===== src/rtl/pipe_ctrl_pkg.sv =====
// Shared definitions for the pipeline sequencer: state encoding, the NOP
// instruction word and the per-cycle control priority order.
package pipe_pkg;

    // FSM state encoding, also exported on state_o for debug
    typedef enum logic [1:0] {
        RUN    = 2'd0,
        SHADOW = 2'd1,
        DWAIT  = 2'd2,
        HALT   = 2'd3
    } state_t;

    // Instruction word loaded into IF/ID when it is flushed
    localparam logic [15:0] NOP_INST = 16'h0800;

    // Control causes, listed in priority order: a lower value wins
    typedef enum logic [2:0] {
        CAUSE_HALTED   = 3'd0,
        CAUSE_HALT_MEM = 3'd1,
        CAUSE_DMEM     = 3'd2,
        CAUSE_BRANCH   = 3'd3,
        CAUSE_SHADOW   = 3'd4,
        CAUSE_HAZARD   = 3'd5,
        CAUSE_IMEM     = 3'd6,
        CAUSE_NONE     = 3'd7
    } cause_t;

    // Picks the single cause that governs this cycle's controls
    function automatic cause_t select_cause(
        input state_t st,
        input logic   halt_mem,
        input logic   dmem_stall,
        input logic   br_taken,
        input logic   shadow_pending,
        input logic   hazard_n,
        input logic   imem_stall
    );
        if (st == HALT)                   return CAUSE_HALTED;
        if (halt_mem && !dmem_stall)      return CAUSE_HALT_MEM;
        if (dmem_stall)                   return CAUSE_DMEM;
        if (br_taken)                     return CAUSE_BRANCH;
        if (shadow_pending)               return CAUSE_SHADOW;
        if (!hazard_n)                    return CAUSE_HAZARD;
        if (imem_stall)                   return CAUSE_IMEM;
        return CAUSE_NONE;
    endfunction

endpackage


===== src/rtl/pipe_ctrl_sat_cnt.sv =====
// Saturating up-counter with synchronous clear; holds at all-ones.
module pipe_sat_cnt #(
    parameter int W = 16
) (
    input  logic         clk,
    input  logic         rst_n,
    input  logic         en,
    input  logic         clr,
    output logic [W-1:0] cnt
);

    // Count enabled cycles, stop at all-ones, clear has priority
    always_ff @(posedge clk or negedge rst_n) begin
        if (!rst_n) begin
            cnt <= '0;
        end else if (clr) begin
            cnt <= '0;
        end else if (en && (cnt != '1)) begin
            cnt <= cnt + 1'b1;
        end
    end

endmodule


===== src/rtl/pipe_ctrl.sv =====
// Pipeline sequencer for the 5-stage core: turns hazard, redirect, memory
// busy and HALT into per-stage enables and bubble/flush controls.
// Optional performance counters are built when PIPE_CTRL_PERF_EN is defined.
module pipe_ctrl
    import pipe_pkg::*;
#(
    parameter int BR_SHADOW = 1,
    parameter int MAX_DWAIT = 64,
    parameter int CNT_W     = 16
) (
    input  logic             clk,
    input  logic             rst_n,
    input  logic             hazard_n,
    input  logic             br_taken_ex,
    input  logic             imem_stall,
    input  logic             dmem_stall,
    input  logic             halt_mem,
    output logic             pc_en,
    output logic             ifid_en,
    output logic             ifid_flush,
    output logic             idex_en,
    output logic             idex_bubble,
    output logic             exmem_en,
    output logic             memwb_en,
    output logic             memwb_bubble,
    output logic             halted,
    output logic             dwait_err,
    output logic [1:0]       state_o
`ifdef PIPE_CTRL_PERF_EN
    ,
    output logic [CNT_W-1:0] stall_haz_cnt,
    output logic [CNT_W-1:0] stall_dmem_cnt,
    output logic [CNT_W-1:0] flush_cnt
`endif
);

    localparam int DW = (MAX_DWAIT < 2) ? 2 : $clog2(MAX_DWAIT + 1);
    localparam logic [DW-1:0] DWAIT_LAST  = DW'(MAX_DWAIT - 1);
    localparam logic [1:0]    SHADOW_LOAD = 2'(BR_SHADOW - 1);

    state_t        state;
    cause_t        cause;
    logic [1:0]    shadow_cnt;
    logic [DW-1:0] dwait_cnt;
    logic          dwait_timeout;

    assign state_o = state;

    // Decide which source owns this cycle and derive the stage controls
    always_comb begin
        cause = select_cause(state, halt_mem, dmem_stall, br_taken_ex,
                             shadow_cnt != 2'd0, hazard_n, imem_stall);
        pc_en        = 1'b1;
        ifid_en      = 1'b1;
        ifid_flush   = 1'b0;
        idex_en      = 1'b1;
        idex_bubble  = 1'b0;
        exmem_en     = 1'b1;
        memwb_en     = 1'b1;
        memwb_bubble = 1'b0;
        case (cause)
            CAUSE_HALTED: begin
                pc_en    = 1'b0;
                ifid_en  = 1'b0;
                idex_en  = 1'b0;
                exmem_en = 1'b0;
                memwb_en = 1'b0;
            end
            CAUSE_HALT_MEM: begin
                pc_en    = 1'b0;
                ifid_en  = 1'b0;
                idex_en  = 1'b0;
                exmem_en = 1'b0;
            end
            CAUSE_DMEM: begin
                pc_en        = 1'b0;
                ifid_en      = 1'b0;
                idex_en      = 1'b0;
                exmem_en     = 1'b0;
                memwb_bubble = 1'b1;
            end
            CAUSE_BRANCH: begin
                ifid_flush  = 1'b1;
                idex_bubble = 1'b1;
            end
            CAUSE_SHADOW: begin
                ifid_flush = 1'b1;
            end
            CAUSE_HAZARD: begin
                pc_en       = 1'b0;
                ifid_en     = 1'b0;
                idex_bubble = 1'b1;
            end
            CAUSE_IMEM: begin
                pc_en      = 1'b0;
                ifid_flush = 1'b1;
            end
            default: begin
            end
        endcase
    end

    assign dwait_timeout = (MAX_DWAIT != 0) && (cause == CAUSE_DMEM) &&
                           (dwait_cnt == DWAIT_LAST);

    // Consecutive data-memory busy cycles; cleared as soon as busy drops
    pipe_sat_cnt #(.W(DW)) u_dwait_cnt (
        .clk   (clk),
        .rst_n (rst_n),
        .en    (cause == CAUSE_DMEM),
        .clr   (!dmem_stall),
        .cnt   (dwait_cnt)
    );

    // Sequencer FSM: redirect shadow, memory wait, halt and sticky flags
    always_ff @(posedge clk or negedge rst_n) begin
        if (!rst_n) begin
            state      <= RUN;
            shadow_cnt <= 2'd0;
            halted     <= 1'b0;
            dwait_err  <= 1'b0;
        end else begin
            case (cause)
                CAUSE_HALTED: begin
                end
                CAUSE_HALT_MEM: begin
                    state  <= HALT;
                    halted <= 1'b1;
                end
                CAUSE_DMEM: begin
                    if (dwait_timeout) begin
                        state     <= HALT;
                        halted    <= 1'b1;
                        dwait_err <= 1'b1;
                    end else begin
                        state <= DWAIT;
                    end
                end
                CAUSE_BRANCH: begin
                    shadow_cnt <= SHADOW_LOAD;
                    state      <= (BR_SHADOW > 1) ? SHADOW : RUN;
                end
                CAUSE_SHADOW: begin
                    shadow_cnt <= shadow_cnt - 2'd1;
                    state      <= (shadow_cnt > 2'd1) ? SHADOW : RUN;
                end
                default: begin
                    state <= RUN;
                end
            endcase
        end
    end

`ifdef PIPE_CTRL_PERF_EN
    // Hazard stall cycles
    pipe_sat_cnt #(.W(CNT_W)) u_haz_cnt (
        .clk   (clk),
        .rst_n (rst_n),
        .en    (cause == CAUSE_HAZARD),
        .clr   (1'b0),
        .cnt   (stall_haz_cnt)
    );

    // Data-memory stall cycles
    pipe_sat_cnt #(.W(CNT_W)) u_dmem_cnt (
        .clk   (clk),
        .rst_n (rst_n),
        .en    (cause == CAUSE_DMEM),
        .clr   (1'b0),
        .cnt   (stall_dmem_cnt)
    );

    // IF/ID flush cycles
    pipe_sat_cnt #(.W(CNT_W)) u_flush_cnt (
        .clk   (clk),
        .rst_n (rst_n),
        .en    (ifid_flush && (state != HALT)),
        .clr   (1'b0),
        .cnt   (flush_cnt)
    );
`endif

endmodule


===== config.mk =====
export PLATFORM = sky130hd
export DESIGN_NAME = pipe_ctrl
export DESIGN_NICKNAME = d
export VERILOG_FILES = /design/src/rtl/pipe_ctrl_pkg.sv /design/src/rtl/pipe_ctrl_sat_cnt.sv /design/src/rtl/pipe_ctrl.sv
export SDC_FILE = /design/constraint.sdc
export NUM_CORES = 1
export LEC_CHECK = 0
export ABC_AREA = 1
export CAP_MARGIN = 30
export CORE_MARGIN = 5
export CORE_UTILIZATION = 50
export CTS_BUF_LIST = sky130_fd_sc_hd__clkbuf_8
export DETAILED_ROUTE_END_ITERATION = 6
export PLACE_DENSITY_LB_ADDON = 0.05
export SYNTH_ARGS = -nofsm -noshare
export SYNTH_HDL_FRONTEND = slang
export SYNTH_HIERARCHICAL = 1
export SYNTH_SLANG_ARGS = --single-unit

===== constraint.sdc =====
create_clock -name clk -period 3.1 [get_ports clk]
set_clock_uncertainty 0.2 [all_clocks]
set_input_delay 0.62 -clock clk [delete_from_list [all_inputs] [get_ports clk]]
set_output_delay 0.62 -clock clk [all_outputs]
set_load 0.02 [all_outputs]

==> results by group <==
Floorplan
  – Ports: 19
  – Core area: 1960 sq um
  – Die Ht: 55.2 um
  – Starting Density: 52.0%
  – Row count: 16
  – Chip Width: 55.2 um
  – DIE AREA: 3040 sq um

Global routing
  – First-pass GRT wire length: 3860 um
  – Global-route usage over all layers: 17.5%
  – Vias in the first global route: 955
  – Largest net degree at the start of global routing: 14
  – Initial antenna violation count: 0
  – Grt ovf: 0

Synthesis
  – Top FF cell, synth: dfrtp_1
  – Number of flops mapped to enable cells by yosys: 0
  – Synth area leaders: dfrtp_1 32%, nand2_1 13%, ha_1 8.6%
  – Synth top area share: 31.9%
  – Post-synthesis cell area: 1020 sq um
  – FF+latch count, synth: 13
  – Ys Warns: 6
  – Netlist cell types: 25
  – Top cell type by total area after synthesis: dfrtp_1
  – Most common cell in the netlist: nand2_1
  – Commonest cells post-synth: 34 x nand2_1, 23 x inv_1, 14 x nand3_1, 14 x nor2_1, 13 x dfrtp_1
  – Post-synthesis async set-or-reset flop share: 100%
  – Sequential share of the synthesized area: 31.9%
  – Mapped Cells: 140
  – Mapped Nets: 154
  – Average cell area after synthesis: 7.28 sq um

Cells and area
  – Synthesis-to-finish area growth: 38.7%
  – Layout cell share with drive strength beyond 1: 31.5%
  – Post-Layout Cell Count: 205
  – Fillcell total: 160
  – # diodes: 0
  – Final net count: 193

Clock tree
  – Clock Tree Root: clkbuf_8
  – Clock insertion delay at the later pin of the skew report: 0.24 ns
  – Max Root-Sink Buffers: 2
  – CTS tree: yes
  – Clock transition at path regs: 0.06 ns
  – Clock Sinks: 13
  – H-Tree Depth: 1
  – Num CTS Buffers: 3
  – Cts hold-fix bufs: 0

Power
  – PwrDens: 403 nW/um^2
  – Leak Pwr: 0.000749 uW
  – Worst VDD drop: 0.326 mV

Worst setup path
  – CP peak stage delay: 0.50 ns
  – CP Data Arrival Time: 2.18 ns
  – CP cell instances: clkdlybuf4s50_1 > inv_4 > buf_4 > nand2_1 > nand2_1 > ha_2 > o21ai_2 > inv_1 > nor2_4 > buf_6
  – Crit end category: primary output
  – Startpoint types: input pin
  – Setup CP Type: input pin to primary output
  – Bufs and invs on worst path: 5
  – Slowest CP cell: clkdlybuf4s50_1
  – CP top delay family: buffers and inverters
  – Internal reg-to-reg setup slack: 0.61 ns
  – CP Max Fanout: 4
  – CP required: 2.28 ns
  – CP dominant cell by count: nand2_1

STA
  – FMAX: 333 MHz
  – Final Max Tran Viols: 0
  – Final worst path period need: 3.00 ns
  – RSZ-0062 raised after global routing: no
  – Final Setup Violations: 0
  – Hold Slack: 0.279 ns
  – Final critical-path share of the clock period: 96.8%
  – Setup TNS: 0 ns
  – Rel. slew slack: 61.6%
  – Slew of the pin with the lowest slew margin: 0.574 ns
  – Final Hold Vio Count: 0

Placed design
  – DPL Wire Length: 1870 um
  – Placed cell count: 200
  – RePlAce Congestion: 0.824
  – Port buffer count: 18

Job
  – Maxcap violations: 0

Routing
  – First-pass iteration count of the detailed router: 4
  – Vias per cell: 4.87
  – Total wire length: 2290 um
  – # DRC: 0
  – Via count: 998
  – Routed len/inst: 11.2 um
  – ANT nets after route: 0
  – Initial drt markers: 7

Status
  – Status: finished clean

Min path
  – Hold Crit Class: register to register
metal layers:
layer	track usage [%]	part of all wire [%]	vias up
li1	-	-	511
met2	32.1	51	25
met5	0	0	-
met4	5.67	2.1	0
met1	19.7	42	456
met3	4.29	4.8	6
logic make-up (layout without fill, tap and decap cells):
| group | after synthesis | in the layout | synth area share (%) |
|---|---|---|---|
| and+or+nand+nor | 80 | 80 | 39.3 |
| AOI/OAI and AO/OA | 12 | 12 | 9.20 |
| DFF | 13 | 13 | 31.9 |
| buffers and inverters | 28 | 66 | 11.0 |
| adders and majority gates | 7 | 7 | 8.59 |
registers in the layout (all words and copies together) (netlist names):
| name | cells |
|---|---|
| state_o | 2 |
| shadow_cnt | 2 |
| dwait_err | 1 |
| halted | 1 |
| u_dwait_cnt/cnt | 7 |
worst paths after layout:
| check | start | endpoint | depth (start not counted) |
|---|---|---|---|
| max in group asynchronous | rst_n | u_dwait_cnt/cnt[5] | 1 |
| min in group asynchronous | rst_n | u_dwait_cnt/cnt[4] | 1 |
| worst min register to register | dwait_err | dwait_err | 1 |
| worst max register to register | shadow_cnt[0] | u_dwait_cnt/cnt[3] | 16 |
| worst min-delay path | dwait_err | dwait_err | 1 |
| worst max-delay path | dmem_stall | exmem_en | 10 |
through the flow:
step / utilization (%) / total power (uW) / worst slack, ns / area (sq um)
final: 72.1 / 570 / 0.0998 / 1410
after detailed placement: 68.8 / 424 / -0.558 / 1350
after floorplan: - / 317 / 0.346 / 1020
after global routing: 72.1 / 608 / 0.0213 / 1410
after global placement: 68.8 / 419 / -0.501 / 1350
after CTS: 70.5 / 563 / -0.0184 / 1380
placed cells by master, fill, tap and decap left out, types with 5 or more instances in the layout:
master / count
nand2_1: 34
inv_1: 22
buf_4: 20
nand3_1: 14
nor2_1: 13
dfrtp_1: 13
clkdlybuf4s50_1: 8
nand2_2: 5
nor2_4: 5
ha_1: 5
repair_timing:
item                                    in CTS  in global routing
setup buffers                                0                  1
endpoints found under the hold margin        0                  0
endpoints found under the setup margin       7                  7
pin swaps                                    0                  4
gates resized for setup                     34                 11
report_power, final:
group / switching (uW) / internal [uW] / total [uW]
sequential: 11.6 / 181 / 193
clock: 56.7 / 87.1 / 144
combinational: 125 / 108 / 233
worst register-to-register path, stage by stage, from the launching register on:
cell and delay [ns]:
dfrtp_1 0.38, inv_1 0.08, ha_1 0.22, a21oi_2 0.07
or2_1 0.24, nand2_1 0.06, nand2_1 0.10, inv_2 0.08
ha_2 0.19, inv_1 0.07, nor2_2 0.14, buf_4 0.14
inv_1 0.05, nor2_1 0.10, buf_4 0.15, nand3_1 0.09
nand2_1 0.08
layout make-up:
type / instances / area [sq um] / area share [%]
Inverter: 26 / 100 / 7.08
Timing Repair Buffer: 36 / 308 / 21.8
Sequential cell: 13 / 325 / 23.0
Multi-Input combinational cell: 99 / 602 / 42.6
Clock buffer: 3 / 41.3 / 2.92
Clock inverter: 1 / 3.75 / 0.265
Tap cell: 27 / 33.8 / 2.39
No activity file was read; power rests on OpenSTA's default activity.
==> RTL change 1 (same flow settings) <==
Build with the macro `PIPE_CTRL_PERF_EN` defined.
--- a/src/rtl/pipe_ctrl.sv
+++ b/src/rtl/pipe_ctrl.sv
@@ -1,6 +1,8 @@
 // Pipeline sequencer for the 5-stage core: turns hazard, redirect, memory
 // busy and HALT into per-stage enables and bubble/flush controls.
 // Optional performance counters are built when PIPE_CTRL_PERF_EN is defined.
+`define PIPE_CTRL_PERF_EN
+
 module pipe_ctrl
     import pipe_pkg::*;
 #(
Formal check against the unedited RTL (old outputs only; new: flush_cnt, stall_dmem_cnt and stall_haz_cnt): equivalent (equiv_simple and equiv_induct, registers matched by name and starting in step).
==> RTL change 1 against the unedited design <==
- wire length rose to 4.4 times the old value
- maximum frequency down 0.21%
- first-iteration DRC count rose to 22 times the old value
- design area rose to 3.8 times the old value
- via count rose to 4.0 times the old value
- total power rose to 3.3 times the old value
- final cell count rose to 3.9 times the old value
- synthesized area rose to 4.1 times the old value
- non-clock buffer count up 64
- setup slack worse by 0.0064 ns
- worst hold slack worse by 0.052 ns
- sequential cell count up 48
- combinational power up 82%
- critical path type is now flip-flop to output pin
==> RTL change 1: results <==
critical_path:
  worstPathMaxFanout: 3
  timing.critical_path.max_delay_family: "flip-flops"
  crit_slowest_cell: "sky130_fd_sc_hd__dfrtp_1"
  crit_type: "flip-flop to output pin"
  cp_slowest_stage_delay_ns: 0.40
placement:
  routabilityCongestion: 0.852
  place.detailed.hpwl_um: 7260
  place.port_buffers: 66
  placed_cells_incl_taps: 772
run_status:
  run_status: "completed"
synth:
  synth.yosys.seq_area_share_pct: 36.6
  yosys-top-cells-area: "sky130_fd_sc_hd__dfrtp_1 37%, sky130_fd_sc_hd__nand2_1 18%, sky130_fd_sc_hd__nand3_1 6.0%"
  synth_async_sr_flop_share_pct: 100
  netlist_top_cells_count: "196 x sky130_fd_sc_hd__nand2_1, 61 x sky130_fd_sc_hd__dfrtp_1, 56 x sky130_fd_sc_hd__inv_1, 56 x sky130_fd_sc_hd__nor2_1, 50 x sky130_fd_sc_hd__nand3_1"
  syn-instance-count: 575
  netlist-cell-type-count: 36
global_route:
  maximum_number_of_pins_on_one_net_before_global_route_repair: 62
  number_of_global_route_vias_before_repair: 3796
  overall_routing_resource_usage_pct: 20.8
  grt_pass1_wl_um: 17300
clock_network:
  clk_transition_reported_paths_ns: 0.08
  worst_skew_pair.late_latency_ns: 0.34
  clk_root_buffer_cell: "sky130_fd_sc_hd__clkbuf_8"
  cts_max_level: 3
  cts-buffers-inserted: 9
finish:
  filler_cell_count: 738
  fin_nets: 700
  final_layout_size_suffix_gt1_share_pct: 17.7
  finish.cell_count_without_fillers: 793
sta:
  max_slew_margin_pct: 47.4
routing:
  number_of_iterations_in_the_first_detailed_routing_pass: 5
  detailedRoute.firstIterationViolations: 156
  drt-wirelength-per-cell_um: 12.8
power:
  vdd.ir_drop.worst_v: 0.000181
  static-leakage-power_nw: 2.58
worst_hold_path:
  worst_hold_path_type: "input port to async pin"
[RTL change 1: per-stage QoR]
step	area [um2]	hold slack (ns)	setup WS, ns
CTS	5290	0.275	0.00870
floorplan	4200	0.124	0.215
global route	5320	0.291	-0.00696
global placement	5100	0.252	-0.619
detailed placement	5100	0.258	-0.739
finish	5320	0.227	0.0934
[RTL change 1: per-layer routing]
metal  GRT usage [%]  wire length [um]  part of all wire, %
met4            6.85               114                  1.1
met2            34.8              4940                   49
met5               0                 0                    0
met1            27.0              4750                   47
met3            3.86               340                  3.4
[RTL change 1: logic make-up (layout without fill, tap and decap cells)]
group | Yosys count | count (layout) | share of synthesized area (%)
AND/OR/NAND/NOR | 373 | 373 | 42.2
buffers and inverters | 77 | 182 | 8.50
flip-flops | 61 | 61 | 36.6
AO/OA/AOI/OAI | 38 | 38 | 6.43
XOR/XNOR | 15 | 15 | 3.15
adder cells (fa/ha/maj) | 10 | 10 | 3.00
other | 1 | 9 | 0.0900
[RTL change 1: power by group]
part           switching (mW)  internal (mW)
Sequential             0.0252          0.815
Clock                   0.339          0.285
Combinational           0.248          0.177
[RTL change 1: repair_timing]
item / 4_1_cts / 5_1_grt
setup endpoints to repair: 7 / 7
pin swaps: 6 / 4
gates resized for setup: 47 / 6
setup buffers: 2 / 3
[RTL change 1: area by class of cell]
class	count	area share, %
Clock buffer	9	2.33
Clock inverter	7	0.799
Inverter	66	4.79
Multi-Input combinational cell	445	44.2
Sequential cell	61	28.7
Tap cell	105	2.47
Timing Repair Buffer	100	16.8
[RTL change 1: worst paths after layout]
kind / slack (ns) / depth (start not counted) / to
worst min-delay path: 0.23 / 2 / halted$_DFFE_PN0P_
max in group asynchronous: 1.94 / 2 / u_flush_cnt/cnt[1]$_DFFE_PN0P_
worst max-delay path: 0.09 / 11 / idex_en
min in group clk: 0.27 / 1 / dwait_err$_DFFE_PN0P_
worst max register to register: 0.43 / 19 / u_flush_cnt/cnt[2]$_DFFE_PN0P_
worst min register to register: 0.27 / 1 / dwait_err$_DFFE_PN0P_
==> RTL change 2 (same flow settings) <==
Without the edit above. Make the reset (`rst_n`) synchronous in 2 clocked blocks.
--- a/src/rtl/pipe_ctrl_sat_cnt.sv
+++ b/src/rtl/pipe_ctrl_sat_cnt.sv
@@ -10,7 +10,7 @@
 );
 
     // Count enabled cycles, stop at all-ones, clear has priority
-    always_ff @(posedge clk or negedge rst_n) begin
+    always_ff @(posedge clk) begin
         if (!rst_n) begin
             cnt <= '0;
         end else if (clr) begin
--- a/src/rtl/pipe_ctrl.sv
+++ b/src/rtl/pipe_ctrl.sv
@@ -113,7 +113,7 @@
     );
 
     // Sequencer FSM: redirect shadow, memory wait, halt and sticky flags
-    always_ff @(posedge clk or negedge rst_n) begin
+    always_ff @(posedge clk) begin
         if (!rst_n) begin
             state      <= RUN;
             shadow_cnt <= 2'd0;
Formal check against the unedited RTL: differs if rst_n is asserted again (counterexample within 4 cycles, from zero or initial values and one cycle with rst_n low); with rst_n held inactive, the same outputs for 10 cycles.
==> RTL change 2 against the unedited design <==
- design area decreased by 9.6%
- sequential cell count did not move
- largest cell class unchanged
- wire length fell by 13%
- synthesized area is 9.3% lower
- core utilization rose by 1.1 points
- critical endpoint is now memwb_en
- sequential power fell by 9%
- total power fell by 23%
- setup slack better by 0.031 ns
==> RTL change 2: results <==
run_status:
  run_status: "completed"
routing:
  routed_wirelength_um: 1980
  viasPerCell: 4.42
  vias: 907
  number_of_iterations_in_the_first_detailed_routing_pass: 3
  detailedRoute.firstIterationViolations: 6
global_route:
  overall_routing_resource_usage_pct: 17.1
  maximum_number_of_pins_on_one_net_before_global_route_repair: 9
  grt_pass1_wl_um: 3590
placement:
  routabilityCongestion: 0.919
  detailed_place.area_um2: 1240
  detailedPlace.worstSlack_ns: -0.397
  place.detailed.hpwl_um: 1620
critical_path:
  worst_reg2reg_path_length_in_cells: 21
  timing.rr.start: "shadow_cnt[0]$_SDFFE_PN0P_"
  timing.critical_path.arrival_ns: 2.15
  critPathLaunch: "hazard_n"
  r2r_setup_slack_ns: 0.70
  cp_slowest_stage_delay_ns: 0.47
  worst_r2r_end: "u_dwait_cnt/cnt[3]$_SDFFE_PP0P_"
  worstPathMaxFanout: 3
  worst_setup_path_endpoint: "memwb_en"
synth:
  synth_async_sr_flop_share_pct: 0
  netlist_top_cells_count: "41 x sky130_fd_sc_hd__nand2_1, 24 x sky130_fd_sc_hd__nor2_1, 21 x sky130_fd_sc_hd__inv_1, 13 x sky130_fd_sc_hd__dfxtp_1, 7 x sky130_fd_sc_hd__ha_1"
  netlist-cell-type-count: 23
  yosys-top-cells-area: "sky130_fd_sc_hd__dfxtp_1 28%, sky130_fd_sc_hd__nand2_1 17%, sky130_fd_sc_hd__nor2_1 9.7%"
  synth_nets: 158
  postSynthAreaPerCell_um2: 6.42
  synth-adder-area-share_pct: 9.47
  synth_compound_gate_area_share_pct: 6.09
  synth.yosys.seq_area_share_pct: 28.1
sta:
  maxClockFrequency_mhz: 337
  worst_pin_slew_ns: 0.220
  finalHoldWorstSlack_ns: 0.272
power:
  power.share.clock_pct: 33.3
  vdd.ir_drop.worst_v: 0.000507
  power-per-cell-area_nw_per_um2: 346
  combinationalPower_mw: 0.119
  p_int_mw: 0.315
  static-leakage-power_nw: 0.643
clock_network:
  cts_resized: 19
  worst_skew_pair.late_latency_ns: 0.24
finish:
  final_layout_size_suffix_gt1_share_pct: 24.4
  fin_nets: 195
  largest_register: "u_dwait_cnt/cnt"
worst_hold_path:
  timing.hold.worst_path_depth: 2
  hold_path_startpoint: "shadow_cnt[1]$_SDFFE_PN0P_"
  min_delay_worst_endpoint: "shadow_cnt[1]$_SDFFE_PN0P_"
## RTL change 2: cell count changes after synthesis, sizes merged
cell | unedited run | this run
o22ai | 1 | 0
a21oi | 4 | 5
or2 | 2 | 1
nand4 | 1 | 0
o211ai | 2 | 0
nor2 | 20 | 30
dfxtp | 0 | 13
inv | 26 | 25
clkinv | 0 | 2
nand3 | 17 | 9
buf | 2 | 1
nand2 | 39 | 45
dfrtp | 13 | 0
## RTL change 2: layer usage
metal | GRT usage (%) | vias to the layer above | routed length, um
met4 | 2.55 | 0 | 0
met3 | 5.07 | 0 | 107
li1 | - | 506 | -
met2 | 28.3 | 14 | 846
met5 | 0 | - | 0
met1 | 22.2 | 387 | 1030
## RTL change 2: area by class of cell
cell class                      count  area [um2]
Fill cell                         156         468
Clock inverter                      1        5.00
Timing Repair Buffer               33         270
Sequential cell                    13         260
Inverter                           27         104
Multi-Input combinational cell    103         566
Clock buffer                        3        41.3
Tap cell                           25        31.3
